File: src/rtl/slave_fifo_node_if.sv
// Handshake and configuration bundle for one MCDF slave channel.
// The eop_o member exists only when SLV_FIFO_EOP_EN is defined.
interface slave_fifo_node_if #(
  parameter int DW = 32
);
  logic          ch_valid_i;
  logic [DW-1:0] ch_data_i;
  logic          ch_ready_o;
  logic          slv_en_i;
  logic [2:0]    pkglen_i;
  logic [7:0]    margin_o;
  logic          req_o;
  logic          ack_i;
  logic          rd_i;
  logic [DW-1:0] data_o;
  logic          val_o;
`ifdef SLV_FIFO_EOP_EN
  logic          eop_o;

  modport slave (
    input  ch_valid_i, ch_data_i, slv_en_i, pkglen_i, ack_i, rd_i,
    output ch_ready_o, margin_o, req_o, data_o, val_o, eop_o
  );

  modport master (
    output ch_valid_i, ch_data_i, slv_en_i, pkglen_i, ack_i, rd_i,
    input  ch_ready_o, margin_o, req_o, data_o, val_o, eop_o
  );
`else
  modport slave (
    input  ch_valid_i, ch_data_i, slv_en_i, pkglen_i, ack_i, rd_i,
    output ch_ready_o, margin_o, req_o, data_o, val_o
  );

  modport master (
    output ch_valid_i, ch_data_i, slv_en_i, pkglen_i, ack_i, rd_i,
    input  ch_ready_o, margin_o, req_o, data_o, val_o
  );
`endif
endinterface

File: src/rtl/slave_fifo_node.sv
// MCDF per-channel slave stage: buffers upstream words, requests the arbiter once a
// packet is buffered, streams it out on grant. Define SLV_FIFO_EOP_EN to add eop_o.
module slave_fifo_node #(
  parameter int DW    = 32,
  parameter int DEPTH = 64,
  parameter int AW    = 6
) (
  input  logic             clk_i,
  input  logic             rstn_i,
  slave_fifo_node_if.slave bus
);

  typedef enum logic [1:0] {
    ST_IDLE = 2'd0,
    ST_REQ  = 2'd1,
    ST_XFER = 2'd2
  } state_t;

  localparam logic [AW:0] C_DEPTH  = (AW+1)'(DEPTH);
  localparam logic [7:0]  C_DEPTH8 = 8'(DEPTH);

  logic [DW-1:0] r_mem [DEPTH];
  logic [AW-1:0] r_wptr;
  logic [AW-1:0] r_rptr;
  logic [AW:0]   r_count;
  logic [7:0]    r_margin;
  state_t        r_state;
  logic [5:0]    r_rem;
  logic          r_req;
  logic [DW-1:0] r_data;
  logic          r_val;
`ifdef SLV_FIFO_EOP_EN
  logic          r_eop;
`endif

  logic          w_full;
  logic          w_empty;
  logic          w_ready;
  logic          w_wr;
  logic          w_rd;
  logic [5:0]    w_len;
  logic [AW:0]   w_count_nxt;

  function automatic logic [5:0] decode_len(input logic [2:0] code);
    logic [5:0] len;
    case (code)
      3'd0:    len = 6'd4;
      3'd1:    len = 6'd8;
      3'd2:    len = 6'd16;
      3'd3:    len = 6'd32;
      default: len = 6'd32;
    endcase
    return len;
  endfunction

  // Status decode and transfer qualification; a pop never bypasses an empty FIFO
  always_comb begin
    w_full  = (r_count == C_DEPTH);
    w_empty = (r_count == {(AW+1){1'b0}});
    w_ready = bus.slv_en_i & ~w_full;
    w_wr    = bus.ch_valid_i & w_ready;
    w_rd    = bus.rd_i & (r_state == ST_XFER) & ~w_empty;
    w_len   = decode_len(bus.pkglen_i);
    case ({w_wr, w_rd})
      2'b10:   w_count_nxt = r_count + {{AW{1'b0}}, 1'b1};
      2'b01:   w_count_nxt = r_count - {{AW{1'b0}}, 1'b1};
      default: w_count_nxt = r_count;
    endcase
  end

  // Storage array; contents are not reset, only the pointers are
  always_ff @(posedge clk_i) begin
    if (w_wr) begin
      r_mem[r_wptr] <= bus.ch_data_i;
    end
  end

  // Pointers, occupancy and free-space status
  always_ff @(posedge clk_i or negedge rstn_i) begin
    if (!rstn_i) begin
      r_wptr   <= {AW{1'b0}};
      r_rptr   <= {AW{1'b0}};
      r_count  <= {(AW+1){1'b0}};
      r_margin <= C_DEPTH8;
    end else begin
      if (w_wr) begin
        r_wptr <= r_wptr + {{(AW-1){1'b0}}, 1'b1};
      end
      if (w_rd) begin
        r_rptr <= r_rptr + {{(AW-1){1'b0}}, 1'b1};
      end
      r_count  <= w_count_nxt;
      r_margin <= C_DEPTH8 - {1'b0, w_count_nxt};
    end
  end

  // Packet FSM: rem is latched at request time so pkglen_i may change mid-packet
  always_ff @(posedge clk_i or negedge rstn_i) begin
    if (!rstn_i) begin
      r_state <= ST_IDLE;
      r_rem   <= 6'd0;
      r_req   <= 1'b0;
    end else begin
      case (r_state)
        ST_IDLE: begin
          if (bus.slv_en_i && (r_count >= {1'b0, w_len})) begin
            r_state <= ST_REQ;
            r_rem   <= w_len;
            r_req   <= 1'b1;
          end
        end
        ST_REQ: begin
          if (bus.ack_i) begin
            r_state <= ST_XFER;
            r_req   <= 1'b0;
          end
        end
        ST_XFER: begin
          if (w_rd) begin
            r_rem <= r_rem - 6'd1;
            if (r_rem == 6'd1) begin
              r_state <= ST_IDLE;
            end
          end
        end
        default: begin
          r_state <= ST_IDLE;
          r_rem   <= 6'd0;
          r_req   <= 1'b0;
        end
      endcase
    end
  end

  // Registered read port: data holds between pops, valid is a one-cycle pulse
  always_ff @(posedge clk_i or negedge rstn_i) begin
    if (!rstn_i) begin
      r_data <= {DW{1'b0}};
      r_val  <= 1'b0;
`ifdef SLV_FIFO_EOP_EN
      r_eop  <= 1'b0;
`endif
    end else begin
      r_val <= w_rd;
      if (w_rd) begin
        r_data <= r_mem[r_rptr];
      end
`ifdef SLV_FIFO_EOP_EN
      r_eop <= w_rd & (r_rem == 6'd1);
`endif
    end
  end

  assign bus.ch_ready_o = w_ready;
  assign bus.margin_o   = r_margin;
  assign bus.req_o      = r_req;
  assign bus.data_o     = r_data;
  assign bus.val_o      = r_val;
`ifdef SLV_FIFO_EOP_EN
  assign bus.eop_o      = r_eop;
`endif

endmodule

File: src/flat_wrapper.sv
// flat-port wrapper written by rule: the top's interface ports become plain ports
module slave_fifo_node_flat 
#(
  parameter int DW    = 32,
  parameter int DEPTH = 64,
  parameter int AW    = 6
)
  (clk_i, rstn_i, bus_ch_valid_i, bus_ch_data_i, bus_slv_en_i, bus_pkglen_i, bus_ack_i, bus_rd_i, bus_ch_ready_o, bus_margin_o, bus_req_o, bus_data_o, bus_val_o);
  slave_fifo_node_if #(.DW(DW)) bus_i ();
  input  logic clk_i;
  input  logic rstn_i;
  input wire logic [$bits(bus_i.ch_valid_i)-1:0] bus_ch_valid_i;
  input wire logic [$bits(bus_i.ch_data_i)-1:0] bus_ch_data_i;
  input wire logic [$bits(bus_i.slv_en_i)-1:0] bus_slv_en_i;
  input wire logic [$bits(bus_i.pkglen_i)-1:0] bus_pkglen_i;
  input wire logic [$bits(bus_i.ack_i)-1:0] bus_ack_i;
  input wire logic [$bits(bus_i.rd_i)-1:0] bus_rd_i;
  output wire logic [$bits(bus_i.ch_ready_o)-1:0] bus_ch_ready_o;
  output wire logic [$bits(bus_i.margin_o)-1:0] bus_margin_o;
  output wire logic [$bits(bus_i.req_o)-1:0] bus_req_o;
  output wire logic [$bits(bus_i.data_o)-1:0] bus_data_o;
  output wire logic [$bits(bus_i.val_o)-1:0] bus_val_o;
  assign bus_i.ch_valid_i = bus_ch_valid_i;
  assign bus_i.ch_data_i = bus_ch_data_i;
  assign bus_i.slv_en_i = bus_slv_en_i;
  assign bus_i.pkglen_i = bus_pkglen_i;
  assign bus_i.ack_i = bus_ack_i;
  assign bus_i.rd_i = bus_rd_i;
  assign bus_ch_ready_o = bus_i.ch_ready_o;
  assign bus_margin_o = bus_i.margin_o;
  assign bus_req_o = bus_i.req_o;
  assign bus_data_o = bus_i.data_o;
  assign bus_val_o = bus_i.val_o;
  slave_fifo_node #(.DW(DW), .DEPTH(DEPTH), .AW(AW)) u_core (.clk_i(clk_i), .rstn_i(rstn_i), .bus(bus_i));
endmodule
File: config.mk
export PLATFORM = sky130hd
export DESIGN_NAME = slave_fifo_node_flat
export DESIGN_NICKNAME = d
export VERILOG_FILES = /design/src/rtl/slave_fifo_node_if.sv /design/src/rtl/slave_fifo_node.sv /design/src/flat_wrapper.sv
export SDC_FILE = /design/constraint.sdc
export NUM_CORES = 2
export LEC_CHECK = 0
export ABC_AREA = 1
export BUFFER_PORTS_ARGS = -buffer_cell sky130_fd_sc_hd__buf_2
export CAP_MARGIN = 20
export CELL_PAD_IN_SITES_DETAIL_PLACEMENT = 1
export CELL_PAD_IN_SITES_GLOBAL_PLACEMENT = 1
export CORE_MARGIN = 10
export CORE_UTILIZATION = 53
export CTS_BUF_LIST = sky130_fd_sc_hd__clkbuf_2
export DETAILED_ROUTE_END_ITERATION = 6
export PLACE_DENSITY = 0.8
export SYNTH_ARGS = -nofsm -noshare
export SYNTH_HDL_FRONTEND = slang
export SYNTH_SLANG_ARGS = --single-unit
File: constraint.sdc
create_clock -name clk_i -period 4.5 [get_ports clk_i]
set_input_delay 0.45 -clock clk_i [delete_from_list [all_inputs] [get_ports clk_i]]
set_output_delay 0.45 -clock clk_i [all_outputs]
set_load 0.05 [all_outputs]
Word-level counts from Yosys, hierarchy flattened
Memories as Yosys holds them, arrays and structs flattened. A register that Yosys moved wholly into a read port is not among the register bits.
Cells that the tools add are included.
{"block": "word_totals", "register_bits": 37, "ramBits": 2048, "inputBits": 41, "output_inout_bits": 43, "word_cells": 59, "n_memories": 1}
{"block": "op_classes", "n_addsub": 6, "n_lt_le_gt_ge": 1, "n_eq_ne": 12, "muxes": 15, "bitwise_logic": 8, "reduce_logical": 8}
{"name": "u_core.r_mem", "depth": 64, "word_bits": 32, "rd": 1, "rd_clocked_by_memory_dff": 1, "write_ports": 1, "line_no": "slave_fifo_node.sv:22", "rtl": "logic [DW-1:0] r_mem [DEPTH];"}
{"op": "$pmux 6 s3", "count": 2}
{"op": "$pmux 7 s2", "count": 1}
{"op": "$add 6x1->6 const B", "count": 2}
{"op": "$mux 6", "count": 2}
{"op": "$mux 2", "count": 4}
{"op": "$sub 7x7->8 const A", "count": 1}
{"op": "$add 7x1->7 const B", "count": 1}
{"op": "$eq 7x7->1 const B", "count": 1}
{"op": "$ge 7x6->1", "count": 1}
{"op": "$logic_not 7->1", "count": 1}
{"op": "$sub 7x1->7 const B", "count": 1}
{"op": "$eq 6x1->1 const B", "count": 1}
{"op": "$pmux 2 s3", "count": 1}
{"op": "$reduce_and 3->1", "count": 2}
{"op": "$sub 6x1->6 const B", "count": 1}
{"op": "$and 1x1->1", "count": 4}
{"op": "$eq 2x1->1 const B", "count": 2}
{"op": "$eq 2x2->1 const B", "count": 2}
{"op": "$mux 1", "count": 4}
{"op": "$ne 2x1->1 const B", "count": 2}
{"op": "$ne 2x2->1 const B", "count": 2}
{"op": "$not 1->1", "count": 4}
{"op": "$reduce_and 4->1", "count": 1}
{"op": "$eq 3x1->1 const B", "count": 1}
{"op": "other kinds (6)", "count": 6}

Depth between registers and ports, before layout
{"block": "logic_depth", "word_depth": 7, "ltp_mapped": 22, "depth_no_buf": 21}

Worst setup path after synthesis
OpenSTA, ideal clock, no wires.
{"block": "synth_timing", "kind": "register to register", "from": "reg u_core.r_count[0]", "to": "mem u_core.r_mem[47][0], enable pin", "setup_ns": 0.461, "arrival_time_ns": 3.300, "required_time_ns": 4.039, "slack_ns": 0.738, "stages_incl_launch_ff": 9, "path_buffers": 1, "synth_period_minus_slack_ns": 3.762, "path_cell_list": "dfrtp_1 > nor2_1 > nand2_1 > nor2_1 > nand4_1 > and3_1 > buf_2 > nand2_2 > nor3_1"}
{"block": "synth_between", "elab_chain_cells": 6}
{"item": "start, declared", "line_no": "slave_fifo_node.sv:25", "rtl": "logic [AW:0] r_count;"}
{"item": "start signal, assigned", "line_no": "slave_fifo_node.sv:83", "rtl": "r_count <= {(AW+1){1'b0}};"}
{"item": "start signal, assigned", "line_no": "slave_fifo_node.sv:92", "rtl": "r_count <= w_count_nxt;"}
{"item": "$eq 7x7->1", "line_no": "slave_fifo_node.sv:58", "rtl": "w_full = (r_count == C_DEPTH);"}
{"item": "$not 1->1", "line_no": "slave_fifo_node.sv:60", "rtl": "w_ready = bus.slv_en_i & ~w_full;"}
{"item": "$and 1x1->1", "line_no": "slave_fifo_node.sv:60"}
{"item": "$and 1x1->1", "line_no": "slave_fifo_node.sv:61", "rtl": "w_wr = bus.ch_valid_i & w_ready;"}
{"item": "$mux 1", "line_no": "slave_fifo_node.sv:73", "rtl": "if (w_wr) begin"}
{"item": "$mux 1 (implied by the code)", "line_no": "slave_fifo_node.sv:74", "rtl": "r_mem[r_wptr] <= bus.ch_data_i;"}
{"item": "end, declared", "line_no": "slave_fifo_node.sv:22"}
Every way passes these cells.

Worst setup path after layout
{"block": "layout_timing", "from": "reg u_core.r_count[0]", "to": "out bus_ch_ready_o"}
{"block": "layout_between", "elab_chain_cells": 3}
{"item": "$eq 7x7->1", "line_no": "slave_fifo_node.sv:58"}
{"item": "$not 1->1", "line_no": "slave_fifo_node.sv:60"}
{"item": "$and 1x1->1", "line_no": "slave_fifo_node.sv:60"}
{"item": "end, declared", "line_no": "flat_wrapper.sv:18", "rtl": "output wire logic [$bits(bus_i.ch_ready_o)-1:0] bus_ch_ready_o;"}
Every way passes these cells.

==> impl_metrics.json <==
{
  "viasPerCell": 5.81,
  "insertion_delay_ns": 1.87,
  "path_max_fanout": 6,
  "synth_top_cell_area_share": 0.691,
  "vdd_ir_drop_max_uv": 662,
  "num_io_pins": 84,
  "final_nets": 8848,
  "leakage_nw": 40.0,
  "cp.arrival_ns": 3.14,
  "dp_hpwl_um": 161000,
  "reg2reg_depth": 19,
  "clockBufferDepth": 4,
  "wl_um": 290000,
  "cpMaxStageDelayCell": "dfrtp_1",
  "rr_startpoint": "u_core.r_count[0]",
  "drive_gt1_frac": 0.136,
  "required_ns": 4.05,
  "cp-end-kind": "output pin",
  "finalCritPeriodShare": 0.797,
  "grt_max_degree": 166,
  "hold_viol": 0,
  "antenna_left": 0,
  "die_w_um": 430,
  "multi_input_area_um2": 21300,
  "crit_top_cell": "nor2_1",
  "async_flop_share": 0.0321,
  "path_clk_slew_ns": 0.10,
  "fp-row-count": 150,
  "maxCapViolCount": 0,
  "area_growth_pct": 10.5,
  "endpoint": "bus_ch_ready_o",
  "synth_edf_count": 2048,
  "dr.pass1.iters": 5,
  "avgSynthCellArea_um2": 10.7,
  "holdCritPathClass": "input port to asynchronous set/reset pin",
  "setup_violations": 0,
  "status": "finished, final reports clean",
  "synthesis.area_um2": 88900,
  "report.final.slew_viol_count": 0,
  "die_area_um2": 185000,
  "max_freq_mhz": 279,
  "vias": 66000,
  "drt-initial-drc-count": 6912,
  "ys_seq_area_frac": 0.711,
  "relSlewSlack": 0.187,
  "yosys_warnings": 0,
  "wire_per_inst_um": 25.5,
  "fp.coreArea_um2": 167000,
  "reg2reg_to": "u_core.bus.margin_o[6]",
  "cp-startpoint": "u_core.r_count[0]",
  "gp_congestion": 0.825,
  "syn_nets": 8350,
  "synthFlopType": "edfxtp_1",
  "drc": 0,
  "clock_skew_ns": 0.148,
  "post-route-min-period_ns": 3.59,
  "initial_core_util": 0.532,
  "seq_area_um2": 63200,
  "r2r_slack_ns": 1.12,
  "grt.total_usage": 0.307,
  "cts_setup_buffers": 0,
  "ys_types": 34,
  "io_buffers": 83,
  "cts.sinks": 2116,
  "path_cells": "nor2_1 > nand2_1 > nor2_1 > nand4_1 > and2_1 > buf_2",
  "power_density_nw_per_um2": 588,
  "power_w": 0.0578,
  "overflow": 0,
  "ys_ff_latch": 2116,
  "synth_area_leaders": "edfxtp_1 (69%), nand2_1 (12%), nand3_1 (4.9%)",
  "cts_root_buffer": "clkbuf_2",
  "cp_slowest_stage_delay_ns": 0.45,
  "antenna_found_initial": 7,
  "synth_top_area_cell": "edfxtp_1",
  "first_global_vias": 71900,
  "fillers": 18200,
  "critPathKind": "flip-flop to output pin",
  "cts_made_buffers": 565,
  "fin_tns_setup_ns": 0,
  "tightest_slew_ns": 1.22,
  "htreeDepth": 6,
  "synthCells": 8293,
  "cp-start-kind": "flip-flop",
  "cts_tree": "built",
  "grt_pass1_wl_um": 431000,
  "rsz0062_at_grt": "no",
  "die_h_um": 430
}
## worst min-delay path by stage
stage                          startpoint               endpoint  slack, ns  cells past startpoint
finish                             rstn_i   u_core.bus.data_o[6]       0.27                      5
global route            bus_ch_data_i[13]   u_core.r_mem[43][13]       0.12                      4
CTS                     bus_ch_data_i[13]   u_core.r_mem[45][13]       0.03                      4
detailed placement  u_core.bus.data_o[13]  u_core.bus.data_o[13]       0.47                      2
global placement         u_core.bus.req_o       u_core.bus.req_o       0.46                      2
floorplan                          rstn_i   u_core.bus.data_o[0]       0.15                      0
## layer usage
layer  vias to the layer above  routed length (um)  GRT usage
met1                     33300              110000      0.378
met2                      3254              144000      0.524
met5                         -                  21          0
met4                         4               13300      0.149
li1                      28700                   -          -
met3                       734               23300     0.0553
## kinds of logic (layout without fill, tap and decap cells)
group,count (synthesis),after routing,share of synthesized area
other cells,0,13,0
flops,2116,2116,0.711
xor+xnor,14,14,0.00138
buf+inv,1183,2046,0.0556
simple gates,4501,4501,0.204
compound gates,463,463,0.0265
fa+ha+maj,16,16,0.00234
## where the power goes
group / leakage (nW) / switching, W / internal, W
clock network: 3.76 / 0.00808 / 0.00519
registers: 19.3 / 0.000648 / 0.0222
logic: 17.0 / 0.0161 / 0.00563
## repair_timing
action,4_1_cts,5_1_grt
resized for setup,0,0
endpoints found under the hold margin,2548,0
hold buffers,97,0
## cell usage in the layout, fill, tap and decap left out, types with 3 or more instances in the layout
cell type / count
o22ai_1: 4
inv_6: 3
dlygate4sd3_1: 94
o21ai_0: 289
inv_2: 12
xor2_1: 12
inv_1: 733
o21ai_1: 21
edfxtp_1: 2048
a21oi_1: 136
nand2_1: 2769
clkinv_1: 63
or2_2: 19
buf_2: 82
nor2_4: 63
clkbuf_2: 845
o211ai_1: 11
nand4_1: 14
or2_0: 6
buf_12: 50
diode_2: 13
dfrtp_1: 63
ha_1: 15
buf_4: 145
nand3_1: 868
nor2_1: 753
dfrtp_4: 4
bufinv_16: 5
clkinv_2: 10
## through the flow
step | cells | util | hold slack, ns | instance area, um2 | worst slack, ns
floorplan | 8293 | - | 0.154 | 88900 | 0.738
global route | 11400 | 0.588 | 0.123 | 98300 | 0.553
CTS | 11400 | 0.588 | 0.0261 | 98200 | 0.692
global placement | 10300 | 0.554 | 0.461 | 92500 | 1.07
finish | 11400 | 0.588 | 0.266 | 98300 | 0.913
detailed placement | 10300 | 0.554 | 0.467 | 92500 | 1.09
## synthesized netlist by cell type, types with 41 or more instances
cell type,count
dfrtp_1,67
inv_1,737
o21ai_0,289
nand2_1,2770
a21oi_1,136
buf_4,48
buf_2,219
edfxtp_1,2048
buf_1,41
nor2_1,816
clkbuf_1,126
nand3_1,868
## sequential cells by signal (all words and copies together), names as in the netlist
register	flops
u_core.r_mem	2048
u_core.bus.data_o	32
u_core.bus.margin_o	7
u_core.r_count	7
u_core.r_rem	6
u_core.r_rptr	6
u_core.r_wptr	6
u_core.r_state	2
u_core.bus.req_o	1
u_core.bus.val_o	1
## critical path, delay by kind of cell (launching register included)
kind / cells / cell delay, ns
flip-flops: 1 / 0.45
AND/OR/NAND/NOR: 5 / 0.72
buffers and inverters: 1 / 0.22
## final cells by class
class / instances / share of cell area
clock buffer: 845 / 0.0430
multi-input combinational: 4994 / 0.216
sequential: 2116 / 0.643
antenna: 13 / 0.000331
inverter: 742 / 0.0287
timing repair buffer: 372 / 0.0353
clock inverter: 87 / 0.00481
tap: 2204 / 0.0281
No activity file was read; power rests on OpenSTA's default activity.
